$ cat src/rtl/match_controller.sv
// rtl/match_controller.sv - round/match sequencer: countdown, fight timer, KO/timeout scoring, match winner
// Optional MATCH_CTRL_PAUSE_EN adds a pause input that holds COUNTDOWN/FIGHT in place.
module match_controller #(
  parameter int FRAMES_PER_SEC   = 60,
  parameter int COUNTDOWN_SEC    = 3,
  parameter int ROUND_TIME_SEC   = 60,
  parameter int ROUND_END_FRAMES = 120,
  parameter int ROUNDS_TO_WIN    = 2
) (
  input  logic       clk,
  input  logic       rst,
  input  logic       start,
`ifdef MATCH_CTRL_PAUSE_EN
  input  logic       pause,
`endif
  input  logic [2:0] player1_health,
  input  logic [2:0] player2_health,
  output logic [2:0] game_state,
  output logic       players_rst,
  output logic       freeze,
  output logic [1:0] countdown,
  output logic [6:0] round_time,
  output logic [1:0] p1_rounds,
  output logic [1:0] p2_rounds,
  output logic [1:0] round_result,
  output logic [1:0] winner
);
  localparam int FW = (FRAMES_PER_SEC > 1) ? $clog2(FRAMES_PER_SEC) : 1;
  localparam int HW = (ROUND_END_FRAMES > 1) ? $clog2(ROUND_END_FRAMES) : 1;
  localparam logic [FW-1:0] FRM_LAST  = FW'(FRAMES_PER_SEC - 1);
  localparam logic [HW-1:0] HOLD_LAST = HW'(ROUND_END_FRAMES - 1);
  localparam logic [1:0]    CD_INIT   = 2'(COUNTDOWN_SEC);
  localparam logic [6:0]    RT_INIT   = 7'(ROUND_TIME_SEC);
  localparam logic [1:0]    WIN_CNT   = 2'(ROUNDS_TO_WIN);

  typedef enum logic [2:0] {
    IDLE      = 3'd0,
    COUNTDOWN = 3'd1,
    FIGHT     = 3'd2,
    ROUND_END = 3'd3,
    MATCH_END = 3'd4
  } state_e;

  state_e        state_q, state_d;
  logic [FW-1:0] frm_q, frm_d;
  logic [HW-1:0] hold_q, hold_d;
  logic          start_q;
  logic          prst_q, prst_d;
  logic          freeze_q, freeze_d;
  logic [1:0]    cd_q, cd_d;
  logic [6:0]    rt_q, rt_d;
  logic [1:0]    p1_q, p1_d;
  logic [1:0]    p2_q, p2_d;
  logic [1:0]    res_q, res_d;
  logic [1:0]    win_q, win_d;
  logic          paused, start_rise, sec_tick, p1_ko, p2_ko;
  logic          decide;
  logic [1:0]    res;

`ifdef MATCH_CTRL_PAUSE_EN
  assign paused = pause && ((state_q == COUNTDOWN) || (state_q == FIGHT));
`else
  assign paused = 1'b0;
`endif

  assign start_rise = start & ~start_q;
  assign sec_tick   = (frm_q == FRM_LAST);
  assign p1_ko      = (player1_health == 3'd0);
  assign p2_ko      = (player2_health == 3'd0);

  always_comb begin
    state_d = state_q;
    frm_d   = frm_q;
    hold_d  = hold_q;
    prst_d  = 1'b0;
    cd_d    = cd_q;
    rt_d    = rt_q;
    p1_d    = p1_q;
    p2_d    = p2_q;
    res_d   = res_q;
    win_d   = win_q;
    decide  = 1'b0;
    res     = 2'd0;

    case (state_q)
      IDLE, MATCH_END: begin
        if (start_rise) begin
          state_d = COUNTDOWN;
          prst_d  = 1'b1;
          p1_d    = 2'd0;
          p2_d    = 2'd0;
          res_d   = 2'd0;
          win_d   = 2'd0;
          cd_d    = CD_INIT;
          rt_d    = RT_INIT;
        end
      end
      COUNTDOWN: begin
        if (!paused) begin
          frm_d = sec_tick ? '0 : frm_q + 1'b1;
          if (sec_tick) begin
            if (cd_q <= 2'd1) begin
              cd_d    = 2'd0;
              state_d = FIGHT;
            end else begin
              cd_d = cd_q - 2'd1;
            end
          end
        end
      end
      FIGHT: begin
        if (!paused) begin
          frm_d = sec_tick ? '0 : frm_q + 1'b1;
          // KO outranks the clock; a double KO is a draw
          if (p1_ko || p2_ko) begin
            decide = 1'b1;
            res    = (p1_ko && p2_ko) ? 2'd0 : (p1_ko ? 2'd2 : 2'd1);
          end else if (sec_tick && (rt_q <= 7'd1)) begin
            decide = 1'b1;
            rt_d   = 7'd0;
            if (player1_health > player2_health) begin
              res = 2'd1;
            end else if (player1_health < player2_health) begin
              res = 2'd2;
            end
          end else if (sec_tick) begin
            rt_d = rt_q - 7'd1;
          end
        end
        if (decide) begin
          state_d = ROUND_END;
          res_d   = res;
          if ((res == 2'd1) && (p1_q != 2'd3)) p1_d = p1_q + 2'd1;
          if ((res == 2'd2) && (p2_q != 2'd3)) p2_d = p2_q + 2'd1;
        end
      end
      ROUND_END: begin
        hold_d = hold_q + 1'b1;
        if (hold_q == HOLD_LAST) begin
          if (p1_q == WIN_CNT) begin
            win_d   = 2'd1;
            state_d = MATCH_END;
          end else if (p2_q == WIN_CNT) begin
            win_d   = 2'd2;
            state_d = MATCH_END;
          end else begin
            prst_d  = 1'b1;
            cd_d    = CD_INIT;
            rt_d    = RT_INIT;
            state_d = COUNTDOWN;
          end
        end
      end
      default: state_d = IDLE;
    endcase

    // every state starts its frame/hold timing from zero
    if (state_d != state_q) begin
      frm_d  = '0;
      hold_d = '0;
    end
    freeze_d = (state_d != FIGHT) | paused;
  end

  always_ff @(posedge clk) begin
    if (!rst) begin
      state_q  <= IDLE;
      frm_q    <= '0;
      hold_q   <= '0;
      start_q  <= 1'b1;
      prst_q   <= 1'b0;
      freeze_q <= 1'b1;
      cd_q     <= 2'd0;
      rt_q     <= RT_INIT;
      p1_q     <= 2'd0;
      p2_q     <= 2'd0;
      res_q    <= 2'd0;
      win_q    <= 2'd0;
    end else begin
      state_q  <= state_d;
      frm_q    <= frm_d;
      hold_q   <= hold_d;
      start_q  <= start;
      prst_q   <= prst_d;
      freeze_q <= freeze_d;
      cd_q     <= cd_d;
      rt_q     <= rt_d;
      p1_q     <= p1_d;
      p2_q     <= p2_d;
      res_q    <= res_d;
      win_q    <= win_d;
    end
  end

  assign game_state   = state_q;
  assign players_rst  = prst_q;
  assign freeze       = freeze_q;
  assign countdown    = cd_q;
  assign round_time   = rt_q;
  assign p1_rounds    = p1_q;
  assign p2_rounds    = p2_q;
  assign round_result = res_q;
  assign winner       = win_q;
endmodule

$ cat config.mk
export PLATFORM = sky130hd
export DESIGN_NAME = match_controller
export DESIGN_NICKNAME = d
export VERILOG_FILES = /design/src/rtl/match_controller.sv
export SDC_FILE = /design/constraint.sdc
export NUM_CORES = 1
export LEC_CHECK = 0
export CORE_MARGIN = 2
export CORE_UTILIZATION = 35
export DETAILED_ROUTE_END_ITERATION = 10
export DONT_BUFFER_PORTS = 1
export SYNTH_ARGS = -nofsm -noshare
export SYNTH_HDL_FRONTEND = slang
export SYNTH_SLANG_ARGS = --single-unit
$ cat constraint.sdc
create_clock -name clk -period 1.8 [get_ports clk]
set_input_delay 0.27 -clock clk [delete_from_list [all_inputs] [get_ports clk]]
set_output_delay 0.27 -clock clk [all_outputs]
set_load 0.01 [all_outputs]
* Word level (Yosys, flattened, before mapping)
Cells that the tools add are included.
** Storage, ports and cells
- Logic and storage cells :: 123
- Bits in latches :: 0
- Memory bits (writable) :: 0
- Bits in read-only memories :: 0
- Register bits :: 36
- Output and inout bits :: 22
- Memories kept :: 0
- Input port bits :: 9
** Operators by class
- Add/sub/neg operators :: 6
- Shift-type cells :: 0
- Multipliers :: 0
- Eq/ne operators :: 25
- Divide/modulo/power cells :: 0
- Order comparisons :: 4
- Bitwise operators :: 3
- Reductions and logical operators :: 21
- Muxes and demuxes :: 52
** Operators with widths (count)
- 7-bit 2-to-1 mux :: 7
- 2-bit 2-to-1 mux :: 22
- 2-bit != test (second input constant) :: 11
- 3-bit 2-to-1 mux :: 7
- 7-bit one-hot mux with 3 select lines :: 1
- 2-bit one-hot mux with 2 select lines :: 4
- 3-bit one-hot mux with 4 select lines :: 1
- 4-bit AND reduction :: 3
- 3-bit zero test :: 3
- 7-bit by 1-bit adder with 7-bit output (second input constant) :: 1
- 7-bit equality test (second input constant) :: 1
- 7-bit by 1-bit <= comparator with 1-bit output (second input constant) :: 1
- 1-bit 2-to-1 mux :: 7
- 7-bit AND reduction :: 1
- 7-bit by 1-bit subtractor with 7-bit output (second input constant) :: 1
- 6-bit by 1-bit adder with 6-bit output (second input constant) :: 1
- 2-bit equality test (second input constant) :: 3
- 3-bit by 2-bit equality test with 1-bit output (second input constant) :: 2
- 6-bit equality test (second input constant) :: 1
- 6-bit 2-to-1 mux :: 1
- 3-bit != test (second input constant) :: 2
- 2-bit one-hot mux with 3 select lines :: 1
- 6-bit AND reduction :: 1
- 3-bit nonzero test :: 2
- 18 further kinds :: 26

* Depth between registers and ports, before layout
- Depth after elaboration :: 11
- Depth in mapped cells :: 9
- Mapped depth without buffers :: 7

* Worst setup path before layout
No wires, ideal clock.
- Path kind :: reg2reg
- Start point :: register rt_q[1] (netlist: round_time[1])
- End point :: register frm_q[4]
- Cell stages (with the launch flop) :: 10
- Path slack :: -0.110 ns
- Path buffers :: 2
- Setup time :: 0.064 ns
- Arrival :: 1.846 ns
- Data required time :: 1.736 ns
- Path through :: dfxtp_1 -> inv_1 -> ha_1 -> o21bai_1 -> and4_1 -> buf_2 -> o22ai_2 -> nand4_2 -> buf_2 -> nor2_1
** Between the ends
- Cells in the longest elaborated chain, start to end :: 9
** RTL lines
- from (decl) :: line 51 : logic [6:0] rt_q, rt_d;
- from (signal assigned) :: line 187 : rt_q <= rt_d;
- 7-bit by 1-bit <= comparator with 1-bit output :: line 118 : end else if (sec_tick && (rt_q <= 7'd1)) begin
- 1-bit logical AND :: line 118
- 1-bit 2-to-1 mux :: line 118
- 1-bit 2-to-1 mux :: line 115 : if (p1_ko || p2_ko) begin
- 1-bit 2-to-1 mux :: line 85 : case (state_q)
- 3-bit 2-to-1 mux :: line 130 : if (decide) begin
- 3-bit one-hot mux with 4 select lines :: line 85
- 3-bit != test :: line 158 : if (state_d != state_q) begin
- 2-bit OR reduction (no source line)
- to (signal assigned) :: line 181 : frm_q <= frm_d;
- to (decl) :: line 45 : logic [FW-1:0] frm_q, frm_d;
No other way between the ends. The select of a mux whose other input is x is not followed.
A chain may end at the register's enable or synchronous reset.

* Worst setup path after layout
- Start point :: register frm_q[0]
- End point :: register freeze_q (netlist: freeze)
** Between the ends
- Cells in the longest elaborated chain, start to end :: 8
- Elaborated cells on any way between the ends :: 9
- Those cells by class :: eq/ne: 2; mux: 6; reduce/logical: 1
** RTL lines
- 6-bit equality test (*) :: line 67 : assign sec_tick = (frm_q == FRM_LAST);
- 1-bit logical AND :: line 118
- 1-bit 2-to-1 mux :: line 118
- 1-bit 2-to-1 mux :: line 115
- 1-bit 2-to-1 mux :: line 85
- 3-bit 2-to-1 mux :: line 130
- 3-bit one-hot mux with 4 select lines (*) :: line 85
- 3-bit by 2-bit != test with 1-bit output (*) :: line 162 : freeze_d = (state_d != FIGHT) | paused;
- to (signal assigned) :: line 185 : freeze_q <= freeze_d;
- to (decl) :: line 49 : logic freeze_q, freeze_d;
Every way passes the cells marked *; elsewhere a longest branch is shown, timed or not. The select of a mux whose other input is x is not followed.

==> flow_summary.json <==
{
  "status": "finished, final reports clean",
  "yosys_warnings": 0,
  "seq_power_share_pct": 49.3,
  "gp_congestion": 0.905,
  "synth_area_um2": 2070,
  "cpMaxStageDelayCell": "dfxtp_2",
  "synthTopCellsByArea": "dfxtp_1 35%, ha_1 6.6%, nor2_1 6.5%, nand2_1 4.2%, a21oi_1 3.6%",
  "die_height_um": 81.0,
  "seq_area_frac_synth_pct": 34.7,
  "swShare_pct": 23.6,
  "wl_per_cell_um": 14.6,
  "synth.avg_cell_area_um2": 8.26,
  "criticalPathCategory": "reg -> reg",
  "core-area_um2": 5820,
  "slew_headroom_pct": 71.3,
  "viasPerCell": 5.28,
  "fmax_mhz": 558,
  "busiest_layer": "met2",
  "finalSetupViolCount": 0,
  "cpMostUsedCell": "buf_4",
  "tns_ps": 0,
  "final.setup_skew_ps": 11.8,
  "ctsHoldBuffers": 0,
  "crit_path_start_kind": "register",
  "drt-pass1-iter-count": 9,
  "critPathArrivalTime_ps": 1980,
  "synth_edf_count": 0,
  "place.detailed.hpwl_um": 4060,
  "syn_nets": 271,
  "cap_violations": 0,
  "cpPeakStageDelay_ps": 360,
  "overflow": 0,
  "io_buffers": 0,
  "drt_iter0_drc": 67,
  "crit_path_end_kind": "register",
  "clock-root-buffer": "clkbuf_8",
  "cp_cell_sequence": "ha_4 > nand4_1 > buf_4 > nor4_4 > buf_4 > a211oi_1 > nor4_1 > buf_4 > nand2_2",
  "hold_violations": 0,
  "fin_crit_ps": 1790,
  "synth_ff_type": "dfxtp_1",
  "cts_tree": "built",
  "hold_ws_ps": 54.0,
  "crit_buf_inv": 3,
  "p_switching_uw": 391,
  "ys_top_cells_by_count": "36 x dfxtp_1, 36 x nor2_1, 23 x nand2_1",
  "yosysUniqueCellTypes": 55,
  "hold_path_class": "in -> reg",
  "leakage_nw": 1.14,
  "antenna_found_initial": 0,
  "grt.total_usage_pct": 16.7,
  "drv_slew": 0,
  "grt_max_degree": 14,
  "numCtsBuffers": 5,
  "syn_inst": 251,
  "clkTransAtPathRegs_ps": 80,
  "antenna_left": 0,
  "clock_sinks": 36,
  "syn_to_final_growth_pct": 33.3,
  "die-area_um2": 6560,
  "drive_gt1_share_pct": 32.9,
  "fin_crit_sh_pct": 99.5,
  "async_flop_share_pct": 0,
  "cp_max_fo": 3,
  "intPower_mw": 1.26,
  "worstMarginPinSlew_ps": 429,
  "power_density_nw_per_um2": 599,
  "htree_num_levels": 2,
  "totalWireLength_um": 5510,
  "cts.path.max_buffers": 2,
  "first_global_vias": 1846,
  "drc": 0,
  "layout.nets": 320,
  "ir_worst_vdd_uv": 469,
  "grt_util_met3_pct": 5.22,
  "die_x_um": 81.0,
  "antenna_cells": 0,
  "insertion_delay_ps": 300,
  "comb_power_share_pct": 6.9,
  "crit_required_ps": 1990,
  "fp-row-count": 28,
  "clkPwrFrac_pct": 43.7,
  "yosysTopAreaCellShare_pct": 34.7,
  "grt_use_met2_pct": 27.9,
  "ios": 31,
  "path_delay_family": "simple AND/OR/NAND/NOR gates",
  "synth-seq-cells": 36,
  "grt_pass1_wl_um": 8470,
  "start_util_pct": 35.7,
  "synth_largest_area_cell": "dfxtp_1",
  "vias": 1984,
  "rsz0062_at_grt": "yes",
  "grt_use_met1_pct": 20.7
}
==> through the flow <==
stage	total power, mW	area [um^2]	util, %	setup WS (ps)	instances
2_1_floorplan	0.907	2100	-	1.30	251
3_3_place_gp	0.940	2480	42.7	-0.753	362
3_5_place_dp	0.942	2480	42.7	-55.0	362
4_1_cts	1.67	2650	45.5	15.4	372
5_1_grt	1.73	2770	47.5	-63.1	376
6_report	1.66	2770	47.5	8.65	376
==> logic make-up (layout without fill, tap and decap cells) <==
kind of cell    after synthesis  in the layout  synth area share, %
simple gates                120            120                 32.9
compound gates               53             53                 16.9
flops                        36             36                 34.7
buf+inv                      22             72                 4.88
fa+ha+maj                    11             11                 6.63
xor+xnor                      7              7                 2.96
mux                           2              2                0.965
==> worst register-to-register path: stages (launching register included) <==
cell	delay, ps
dfxtp_2	360
ha_4	150
nand4_1	120
buf_4	190
nor4_4	140
buf_4	160
a211oi_1	40
nor4_1	320
buf_4	180
nand2_2	40
==> timing repair <==
action                                  CTS  global route
endpoints found under the setup margin   17            29
gates resized for setup                   7            22
setup buffers                             2             4
gates cloned                              0             0
pin swaps                                 4            12
==> registers in the layout, summed over array words and instances (netlist names) <==
name          count
freeze            1
frm_q             6
p2_rounds         2
winner            2
p1_rounds         2
countdown         2
round_time        7
players_rst       1
hold_q            7
game_state        3
start_q           1
round_result      2
==> power groups by stage <==
stage / Sequential [mW] / Combinational [mW] / Clock [mW]
final: 0.817 / 0.115 / 0.724
after global routing: 0.818 / 0.130 / 0.777
after CTS: 0.815 / 0.112 / 0.742
after detailed placement: 0.834 / 0.108 / 0
after global placement: 0.834 / 0.106 / 0
after floorplan: 0.833 / 0.0738 / 0
==> layout by cell type, fill, tap and decap left out, types with 4 or more instances in the layout <==
cell	n
buf_4	53
nor2_1	35
dfxtp_1	27
nand2_1	21
a21oi_1	14
nor3_1	9
nand3_1	9
dfxtp_2	9
inv_1	7
ha_1	7
nand4_1	6
o21ai_0	6
a31oi_1	5
or3_1	5
clkbuf_8	5
o211ai_1	4
a21o_1	4
nand2b_1	4
nor2b_1	4
xor2_1	4
==> final timing paths <==
check	from	end	slack [ps]	depth (start not counted)
min	rst	round_time[5]$_SDFFE_PN1P_	50	1
max	frm_q[0]$_SDFFE_PP0P_	freeze$_SDFF_PN1_	9	9
max reg2reg	frm_q[0]$_SDFFE_PP0P_	freeze$_SDFF_PN1_	9	9
min reg2reg	winner[0]$_SDFFE_PN0P_	winner[0]$_SDFFE_PN0P_	520	2
==> cell type report <==
type	instances	area, um^2
clock buffer	5	68.8
fill	598	3050
clock inverter	3	42.5
timing repair buffer	53	398
inverter	11	41.3
tap	75	93.8
sequential	36	732
multi-input combinational	193	1390
==> layer usage <==
layer	wire length [um]	up-vias	part of all wire, %
met3	319	7	5.8
met2	2720	36	49
met1	2390	931	43
met5	0	-	0
met4	69	0	1.3
li1	-	1010	-
(Power assumes the default switching activity.)
